### config.mk
export PLATFORM = sky130hd
export DESIGN_NAME = vga_pixel_shifter
export DESIGN_NICKNAME = d
export VERILOG_FILES = /design/src/rtl/vga_pixel_shifter.sv
export SDC_FILE = /design/constraint.sdc
export NUM_CORES = 1
export LEC_CHECK = 0
export BUFFER_PORTS_ARGS = -buffer_cell sky130_fd_sc_hd__buf_2
export CORE_ASPECT_RATIO = 0.75
export CORE_UTILIZATION = 45
export CTS_CLUSTER_DIAMETER = 100
export DETAILED_ROUTE_END_ITERATION = 6
export PLACE_DENSITY_LB_ADDON = 0.1
export SYNTH_ARGS = -nofsm -noshare
export SYNTH_HDL_FRONTEND = slang
export SYNTH_SLANG_ARGS = --single-unit
export TNS_END_PERCENT = 50
### constraint.sdc
create_clock -name clk -period 2.8 [get_ports clk]
set_input_delay 0.14 -clock clk [delete_from_list [all_inputs] [get_ports clk]]
set_output_delay 0.14 -clock clk [all_outputs]
set_load 0.05 [all_outputs]
### src/rtl/vga_pixel_shifter.sv
// vga_pixel_shifter
//   Text-mode pixel serializer. Each 8-pixel character cell is fetched in two
//   steps: the character code and its attribute are latched at hx==3, which
//   addresses the font ROM. The font row is then loaded into an 8-bit shift
//   register at hx==7 and shifted out MSB first, one pixel per clock. The
//   pixel colour and the syncs are registered, so both carry one cycle of
//   latency.
//
//   Optional feature, selected by the macro VGA_BLINK_EN:
//     attribute bit 7 becomes a blink flag. The background narrows to 3 bits.
//     Foreground pixels of blinking cells show the background colour while
//     bit 4 of a vsync-counted frame counter is set.
//
// Ports
//   clk, rst              pixel clock; asynchronous active-high reset
//   hx[2:0]               low bits of the horizontal pixel counter
//   vy[3:0]               glyph row (line counter low bits)
//   n_pixel_ena           active-low visible window
//   text_d, color_d       character code / attribute {bg[7:4], fg[3:0]}
//   hsync_in, vsync_in    active-low syncs from the timing generator
//   font_a[11:0]          font ROM address {char, vy} (combinational)
//   font_d[7:0]           font ROM row; bit 7 is the leftmost pixel
//   pixel[3:0]            registered colour index
//   hsync_out, vsync_out  syncs delayed by one clock, aligned with pixel
module vga_pixel_shifter (
    input  logic        clk,
    input  logic        rst,
    input  logic [2:0]  hx,
    input  logic [3:0]  vy,
    input  logic        n_pixel_ena,
    input  logic [7:0]  text_d,
    input  logic [7:0]  color_d,
    input  logic        hsync_in,
    input  logic        vsync_in,
    output logic [11:0] font_a,
    input  logic [7:0]  font_d,
    output logic [3:0]  pixel,
    output logic        hsync_out,
    output logic        vsync_out
);

    // char_q / attr_latch_q: the cell currently being fetched.
    // shreg_q / attr_disp_q: the cell currently being displayed.
    logic [7:0] char_q,      char_d;
    logic [7:0] attr_latch_q, attr_latch_d;
    logic [7:0] attr_disp_q, attr_disp_d;
    logic [7:0] shreg_q,     shreg_d;
    logic [3:0] pixel_q,     pixel_d;
    logic       hsync_q,     hsync_d;
    logic       vsync_q,     vsync_d;
    logic [3:0] fg, bg, colour;

`ifdef VGA_BLINK_EN
    logic [4:0] frame_cnt_q, frame_cnt_d;
`endif

    assign font_a    = {char_q, vy};
    assign pixel     = pixel_q;
    assign hsync_out = hsync_q;
    assign vsync_out = vsync_q;

    always_comb begin
        char_d       = char_q;
        attr_latch_d = attr_latch_q;
        attr_disp_d  = attr_disp_q;
        shreg_d      = {shreg_q[6:0], 1'b0};

        if (hx == 3'd3) begin
            char_d       = text_d;
            attr_latch_d = color_d;
        end
        // The load wins over the shift, so the new row starts intact at bit 7.
        if (hx == 3'd7) begin
            shreg_d     = font_d;
            attr_disp_d = attr_latch_q;
        end

`ifdef VGA_BLINK_EN
        bg = {1'b0, attr_disp_q[6:4]};
        fg = (attr_disp_q[7] && frame_cnt_q[4]) ? bg : attr_disp_q[3:0];
        // Count vsync falling edges; vsync_q holds the previous vsync_in.
        frame_cnt_d = frame_cnt_q;
        if (!vsync_in && vsync_q)
            frame_cnt_d = frame_cnt_q + 5'd1;
`else
        bg = attr_disp_q[7:4];
        fg = attr_disp_q[3:0];
`endif

        colour  = shreg_q[7] ? fg : bg;
        pixel_d = n_pixel_ena ? 4'd0 : colour;
        hsync_d = hsync_in;
        vsync_d = vsync_in;
    end

    always_ff @(posedge clk or posedge rst) begin
        if (rst) begin
            char_q       <= '0;
            attr_latch_q <= '0;
            attr_disp_q  <= '0;
            shreg_q      <= '0;
            pixel_q      <= '0;
            hsync_q      <= 1'b1;
            vsync_q      <= 1'b1;
        end else begin
            char_q       <= char_d;
            attr_latch_q <= attr_latch_d;
            attr_disp_q  <= attr_disp_d;
            shreg_q      <= shreg_d;
            pixel_q      <= pixel_d;
            hsync_q      <= hsync_d;
            vsync_q      <= vsync_d;
        end
    end

`ifdef VGA_BLINK_EN
    always_ff @(posedge clk or posedge rst) begin
        if (rst) frame_cnt_q <= '0;
        else     frame_cnt_q <= frame_cnt_d;
    end
`endif

endmodule
**After elaboration in Yosys (flattened, before gate mapping)**

Index checks and enable logic that the tools add are counted.

- Equal/unequal tests: 2
- Mux-type cells: 3

Operator list:

| cell | count |
|---|---|
| 4-bit 2-to-1 mux | 2 |
| 8-bit 2-to-1 mux | 1 |
| 3-bit by 2-bit equality test with 1-bit output (second input constant) | 1 |
| 3-bit equality test (second input constant) | 1 |

- Flip-flop bits (word level): 38
- Word-level logic and storage cells: 12

**Depth between registers and ports, before layout**

Gate-level depths: netlist of the first run.

- Depth after elaboration: 2
- Mapped depth: 3
- Depth with buffers taken out: 2

**Worst setup path before layout of the first run**

OpenSTA, ideal clock, no wires.

- Kind: register to register
- From: reg, netlist name char_q[7]
- To: reg char_q[7]
- Library setup time: 0.125 ns
- Data arrival time: 0.866 ns
- Clock period less this slack: 0.990 ns
- Cell stages (with the launch flop): 2
- Data required time: 2.675 ns
- Setup slack: 1.810 ns
- Cell sequence: dfrtp_1 -> mux2_2

RTL lines:

| item | line | text |
|---|---|---|
| to (signal assigned) | 106 | `char_q <= char_d;` |
| to (decl) | 44 | `logic [7:0] char_q, char_d;` |

==> qor.yml, run 1 <==
drt-pass1-iter-count: 4
cts_buffers: 5
crit_arrival_ps: 1650
rows: 17
dp_hpwl_um: 1660
syn-num-nets: 125
async_flop_share_pct: 100
ir_drop_mv: 0.459
finalSetupViolCount: 0
synth_edf_count: 0
period_minus_slack_ps: 1240
synth-seq-cells: 38
drive_gt1_share_pct: 64.0
finalSetupTns_ps: 0
core-area_um2: 3080
vias_per_cell: 4.74
pre_cts_ws_ps: 1680
synth.most_common_cell: "dfrtp_1"
gr-usage-all-layers_pct: 15.3
routed_wl_um: 2360
max_cap_violations: 0
worst_slack_ps: 1560
cts.clk_slew.worst_paths_ps: 70
period_share_pct: 44.3
ys_seq_area_share_pct: 62.2
postSynthCellCount: 89
slowest_stage: "dlygate4sd3_1"
insertion_delay_ps: 290
grt_pass1_wl_um: 3960
cp.required_ps: 3210
powerDensity_nw_per_um2: 840
fin_cells: 177
drt-wirelength-per-cell_um: 13.3
fin_nets: 174
min_path_type: "input port to flop"
cts_tree: "yes"
outcome: "complete, no violations"
pin_count: 54
place_inst: 166
cp_top_family: "buffers and inverters"
cp.buffers_inverters: 4
holdWs_ps: 61.2
clockBufferDepth: 2
tightest_slew_ps: 620
leakage_nw: 1.02
hold_viol: 0
ys_warn_count: 0
fin_skew_ps: 7.04
drv_slew: 0
grt_pass1_vias: 869
netlist_area_um2: 1530
ant_nets: 0
synthTopCellsByCount: "36 x dfrtp_1, 19 x mux2_4, 12 x mux2_2"
cts_htree_levels: 2
critPathKind: "input port to async pin"
crit_fanout: 22
yosys.area.top_type_share_pct: 58.7
grt_max_degree: 23
num_vias: 839
port_buffers: 45
drtIter0Drc: 42
n_fill_cell: 243
dieHeight_um: 52.6
relSlewSlack_pct: 58.6
path_cells: "dlygate4sd3_1 -> buf_2 -> inv_1 -> buf_4"
ys_types: 12
start_kind: "input port"
cts_resized: 0
slowest_delay_ps: 530
overflow: 0
grt_antenna_before_repair: 0
cts-root-buf: "clkbuf_8"
clock.fmax_mhz: 806
cts.sinks: 38
syn_area_per_cell_um2: 17.2
antenna_cells: 0
synth_area_leaders: "dfrtp_1 59%, mux2_4 19%, mux2_2 8.8%"
die_w_um: 69.4
drc: 0
ys.flop_type: "dfrtp_1"
rsz0062_at_grt: "no"
gp_congestion: 0.721
area_growth_pct: 25.9
p_total_mw: 1.62
yosys.area.top_type: "dfrtp_1"
die-area_um2: 3650
worstSetupEndpointType: "async pin"
initial_core_util_pct: 49.7
[final cells by class]
| type | count | area (um^2) | share of cell area, % |
|---|---|---|---|
| inverter | 2 | 7.51 | 0.389 |
| tap | 38 | 47.5 | 2.46 |
| clock inverter | 2 | 60.1 | 3.11 |
| timing repair buffer | 49 | 263 | 13.6 |
| sequential | 38 | 953 | 49.4 |
| clock buffer | 6 | 82.6 | 4.28 |
| multi-input combinational | 42 | 517 | 26.8 |
[registers in the layout, summed over array words and instances, names as in the netlist]
name          flops
attr_disp_q       8
hsync_out         1
vsync_out         1
attr_latch_q      8
shreg_q           8
char_q            8
pixel             4
[per-layer routing]
| layer | share of wire, % | global-route usage, % | vias up |
|---|---|---|---|
| li1 | - | - | 393 |
| met1 | 46 | 18.5 | 415 |
| met2 | 44 | 22.8 | 27 |
| met3 | 7.5 | 5.19 | 4 |
| met4 | 2.1 | 11.9 | 0 |
| met5 | 0 | 0 | - |
[worst paths after layout]
kind / startpoint / endpoint / slack, ps / depth (start not counted)
hold reg to reg: shreg_q[3] / shreg_q[4] / 480 / 1
min in group asynchronous: rst / char_q[6] / 470 / 3
max in group clk: hsync_out / hsync_out / 1610 / 1
hold / removal: font_d[0] / shreg_q[0] / 60 / 3
setup / recovery: rst / vsync_out / 1560 / 4
setup reg to reg: shreg_q[7] / pixel[3] / 1930 / 2
[cells by family (layout without fill, tap and decap cells)]
group / after synthesis / after routing / synth area share (%)
flip-flops: 38 / 38 / 62.2
multiplexers: 35 / 35 / 30.0
buffers and inverters: 9 / 59 / 4.16
AND/OR/NAND/NOR: 7 / 7 / 3.67
[worst register-to-register path: cells and delay by family, from the launching register on]
family / cells / cell delay, ps
simple gates: 1 / 50
flops: 1 / 480
mux: 1 / 230
[cell usage in the layout, fill, tap and decap left out]
cell type / synthesis / layout
buf_2: 0 / 45
dfrtp_1: 36 / 36
mux2_4: 19 / 19
mux2_2: 12 / 12
clkbuf_8: 0 / 6
nor2_1: 5 / 5
mux2i_1: 4 / 4
dlygate4sd3_1: 0 / 3
inv_1: 2 / 2
bufinv_16: 0 / 2
dfstp_2: 2 / 2
nand3b_4: 1 / 1
nand3_4: 1 / 1
buf_4: 4 / 1
[repair_timing]
action | 4_1_cts | 5_1_grt
endpoints found under the hold margin | 18 | 0
hold buffers | 3 | 0
buffers inserted | 0 | 0
[power by group]
group          leakage, nW  switching (mW)  internal (mW)
clock network       0.0714           0.186          0.380
registers            0.463          0.0495          0.654
logic                0.485           0.199          0.154
total                 1.02           0.434           1.19
[stage by stage]
| stage | util (%) | instance area, um^2 |
|---|---|---|
| 3_5_place_dp | 57.0 | 1760 |
| 2_1_floorplan | - | 1530 |
| 5_1_grt | 62.6 | 1930 |
| 4_1_cts | 62.6 | 1930 |
| 6_report | 62.6 | 1930 |
| 3_3_place_gp | 57.0 | 1760 |
No activity file was read; power rests on OpenSTA's default activity.
==> inputs of run 2 (changes only) <==
Clock period 2.8 ns to 1.3 ns, I/O delays scaled along.
==> qor.yml, run 2 (same netlist as run 1, synthesis figures left out) <==
regArea_um2: 953  # unchanged
fin_nets: 178  # was 174
insertion_delay_ps: 280  # was 290 ps
grt_max_degree: 27  # was 23
clockBufferDepth: 2  # unchanged
critPathKind: "flop to output pin"  # was input port to async pin
vias_per_cell: 4.84  # was 4.74
fin_skew_ps: 6.63  # was 7.04 ps
drtIter0Drc: 23  # was 42
crit_arrival_ps: 1050  # was 1650 ps
n_fill_cell: 245  # was 243
p_total_mw: 3.10  # was 1.62 mW
area_growth_pct: 25.9  # about the same
gr-usage-all-layers_pct: 15.9  # was 15.3%
rsz0062_at_grt: "no"  # unchanged
cts_tree: "yes"  # unchanged
grt_pass1_vias: 913  # was 869
grt_antenna_before_repair: 0  # unchanged
drv_slew: 0  # unchanged
drt-pass1-iter-count: 4  # unchanged
cts_setup_buffers: 0  # unchanged
finalSetupViolCount: 0  # unchanged
cts.sinks: 38  # unchanged
drt-wirelength-per-cell_um: 13.7  # was 13.3 um
port_buffers: 45  # unchanged
antenna_cells: 0  # unchanged
dieHeight_um: 52.6  # unchanged
r2r_slack_ps: 440  # was 1930 ps
reg2reg_to: "pixel[3]"  # unchanged
cp.buffers_inverters: 1  # was 4
timing.rr.start: "shreg_q[7]"  # unchanged
leakage_nw: 1.02  # about the same
die-area_um2: 3650  # unchanged
hold_depth: 2  # was 3
num_vias: 876  # was 839
cp.required_ps: 1240  # was 3210 ps
cts_buffers: 5  # unchanged
pre_cts_ws_ps: 250  # was 1680 ps
tightest_slew_ps: 530  # was 620 ps
core-area_um2: 3080  # unchanged
final_common_cell: "buf_2"  # unchanged
powerDensity_nw_per_um2: 1610  # was 840 nW/um^2
ant_nets: 0  # unchanged
cts-root-buf: "clkbuf_8"  # unchanged
ir_drop_mv: 0.912  # was 0.459 mV
rows: 17  # unchanged
period_minus_slack_ps: 1110
cts.clk_slew.worst_paths_ps: 70  # about the same
period_share_pct: 85.7
reg2reg_depth: 2  # unchanged
worst_slack_ps: 186  # was 1560 ps
final_cell_mix: "45 x buf_2, 36 x dfrtp_1, 19 x mux2_4"  # unchanged
crit_fanout: 1  # was 22
clock.fmax_mhz: 898
max_cap_violations: 0  # unchanged
start_kind: "flop"  # was input port
drc: 0  # unchanged
multi_input_area_um2: 517  # unchanged
gp_congestion: 0.695  # was 0.721
routed_wl_um: 2480  # was 2360 um
min_to: "char_q[1]"  # was shreg_q[0]
worstSetupEndpointType: "output pin"  # was async pin
die_w_um: 69.4  # unchanged
drive_gt1_share_pct: 61.5  # was 64.0%
holdWs_ps: 7.45  # was 61.2 ps
min_path_type: "input port to flop"  # unchanged
placed_cell_area_um2: 1770  # was 1760 um^2
pin_count: 54  # unchanged
relSlewSlack_pct: 64.7  # was 58.6%
path_cells: "buf_2"  # was dlygate4sd3_1 -> buf_2 -> inv_1 -> buf_4
hold_viol: 0  # unchanged
initial_core_util_pct: 49.7  # unchanged
outcome: "complete, no violations"  # unchanged
design_area_um2: 1930  # about the same
cts_htree_levels: 2  # unchanged
slowest_stage: "dfstp_2"  # was dlygate4sd3_1
min-delay-start: "text_d[1]"  # was font_d[0]
cp_top_family: "flip-flops"  # was buffers and inverters
finalSetupTns_ps: 0  # unchanged
slowest_delay_ps: 520  # was 530 ps
grt_pass1_wl_um: 4280  # was 3960 um
overflow: 0  # unchanged
run 2: worst max path at each step:
| stage | startpoint | depth (start not counted) | end |
|---|---|---|---|
| floorplan | char_q[7] | 1 | char_q[7] |
| global placement | hx[2] | 3 | char_q[3] |
| detailed placement | hx[2] | 3 | char_q[5] |
| CTS | vsync_out | 1 | vsync_out |
| global route | vsync_out | 1 | vsync_out |
| finish | vsync_out | 1 | vsync_out |
run 2: report_power, final:
part	internal, mW	switching (mW)	leakage, nW
clock network	0.427	0.380	0.0482
logic	0.343	0.436	0.506
registers	1.41	0.109	0.463
total	2.18	0.926	1.02
run 2: metal layers:
layer	share of wire, %	global-route usage (%)	up-vias
met3	6.8	5.96	7
met4	1.3	7.82	0
li1	-	-	403
met5	0	0	-
met1	44	19.5	437
met2	48	25.1	29
run 2: final cells by class:
cell class / instances / share of cell area [%]
clock buffers: 7 / 4.47
well taps: 38 / 2.46
repair buffers: 53 / 16.3
clock inverters: 1 / 0.259
multi-input cells: 42 / 26.7
inverters: 2 / 0.389
flip-flops and latches: 38 / 49.4
run 2: what timing repair did:
action | in CTS | in global routing
hold buffers | 5 | 2
gates resized for setup | 0 | 0
hold endpoints to repair | 14 | 2
run 2: metrics by stage:
stage	std cells	utilization [%]
6_report	181	62.6
5_1_grt	181	62.6
4_1_cts	179	62.0
3_5_place_dp	166	57.4
3_3_place_gp	166	57.4
2_1_floorplan	89	-
==> inputs of run 3 (changes only) <==
Settings changed: CORE_MARGIN set to 3, GPL_TIMING_DRIVEN set to 1.
==> qor.yml, run 3 (same netlist as run 1, synthesis figures left out) <==
die-area_um2: 4150  # was 3650 um^2
relSlewSlack_pct: 67.7  # was 64.7%
drc: 0  # unchanged
cts-root-buf: "clkbuf_8"  # unchanged
worstSetupEndpointType: "output pin"  # unchanged
pin_count: 54  # unchanged
cts.clk_slew.worst_paths_ps: 70  # about the same
dp_hpwl_um: 1810
cts.sinks: 38  # unchanged
outcome: "complete, no violations"  # unchanged
max_cap_violations: 0  # unchanged
period_share_pct: 85.3  # was 85.7%
drive_gt1_share_pct: 62.2  # was 61.5%
initial_core_util_pct: 49.4  # was 49.7%
powerDensity_nw_per_um2: 1610  # about the same
fin_nets: 178  # unchanged
final_cell_mix: "45 x buf_2, 36 x dfrtp_1, 19 x mux2_4"  # unchanged
path_cells: "buf_2"  # unchanged
num_vias: 839  # was 876
gr-usage-all-layers_pct: 13.9  # was 15.9%
drt-wirelength-per-cell_um: 13.5  # was 13.7 um
gp_congestion: 0.689  # was 0.695
ant_nets: 0  # unchanged
drt-pass1-iter-count: 4  # unchanged
crit_fanout: 1  # unchanged
hold_viol: 0  # unchanged
grt_pass1_wl_um: 4320  # was 4280 um
slowest_stage: "dfstp_2"  # unchanged
design_area_um2: 1930  # about the same
critPathKind: "flop to output pin"  # unchanged
finalSetupTns_ps: 0  # unchanged
antenna_cells: 0  # unchanged
cts_htree_levels: 2  # unchanged
port_buffers: 45  # unchanged
cts_setup_buffers: 0  # unchanged
cp.required_ps: 1240  # about the same
rsz0062_at_grt: "no"  # unchanged
area_growth_pct: 25.8  # was 25.9%
start_kind: "flop"  # unchanged
vias_per_cell: 4.64  # was 4.84
clockBufferDepth: 2  # unchanged
final_common_cell: "buf_2"  # unchanged
core-area_um2: 3110  # was 3080 um^2
slowest_delay_ps: 510  # was 520 ps
placed_cell_area_um2: 1780  # was 1770 um^2
drv_slew: 0  # unchanged
grt_max_degree: 19  # was 27
cts_buffers: 5  # unchanged
cp_top_family: "flip-flops"  # unchanged
routed_wl_um: 2440  # was 2480 um
overflow: 0  # unchanged
clock.fmax_mhz: 902  # was 898 MHz
finalSetupViolCount: 0  # unchanged
tightest_slew_ps: 484  # was 530 ps
cp.buffers_inverters: 1  # unchanged
grt_pass1_vias: 944  # was 913
min_path_type: "input port to flop"  # unchanged
cts_tree: "yes"  # unchanged
dieHeight_um: 56.6  # was 52.6 um
die_w_um: 73.4  # was 69.4 um
fin_skew_ps: 3.27  # was 6.63 ps
grt_antenna_before_repair: 0  # unchanged
leakage_nw: 1.02  # about the same
crit_arrival_ps: 1040  # was 1050 ps
rows: 17  # unchanged
period_minus_slack_ps: 1110  # about the same
drtIter0Drc: 48  # was 23
ir_drop_mv: 0.841  # was 0.912 mV
insertion_delay_ps: 280  # about the same
==> run 3: changes by cell type in the layout (fill, tap and decap cells not counted) <==
cell           delta
dlygate4sd3_1     -1
buf_4             +1
==> run 3: through the flow <==
step / setup slack (ps) / power [mW] / hold slack [ps] / instances / utilization, %
floorplan: 310 / 2.14 / 69.5 / 89 / -
global placement: 287 / 2.29 / 88.2 / 167 / 57.3
detailed placement: 258 / 2.32 / 108 / 167 / 57.3
CTS: 180 / 3.14 / 3.24 / 180 / 61.8
global route: 156 / 3.27 / 0.319 / 181 / 62.1
finish: 191 / 3.10 / 9.25 / 181 / 62.1
==> run 3: worst paths after layout <==
path,start,to,slack (ps),depth (start not counted)
setup / recovery,vsync_out,vsync_out,190,1
hold / removal,color_d[6],attr_latch_q[6],9,2
setup reg to reg,shreg_q[7],pixel[1],380,2
hold reg to reg,shreg_q[5],shreg_q[6],480,1
max in group asynchronous,rst,shreg_q[2],440,4
min in group asynchronous,rst,pixel[2],340,3
==> run 3: layout make-up <==
class	instances	area, um^2
clock buffers	7	86.3
clock inverters	1	5.00
fillers	236	1180
inverters	2	7.51
multi-input cells	42	517
flip-flops and latches	38	953
well taps	38	47.5
repair buffers	53	313
==> run 3: timing repair <==
action	4_1_cts	5_1_grt
hold endpoints to repair	15	1
hold buffers	5	1
resized for setup	0	0
==> run 3: layer usage <==
layer / wire length [um] / track usage, %
met3: 214 / 5.19
met4: 40 / 6.46
met5: 0 / 0
met1: 1130 / 18.6
met2: 1060 / 19.9
==> run 3: power breakdown <==
group	total, mW	switching (mW)	leakage, nW	internal [mW]
sequential	1.52	0.112	0.463	1.41
clock	0.800	0.373	0.0482	0.427
combinational	0.779	0.436	0.507	0.342
total	3.10	0.921	1.02	2.18
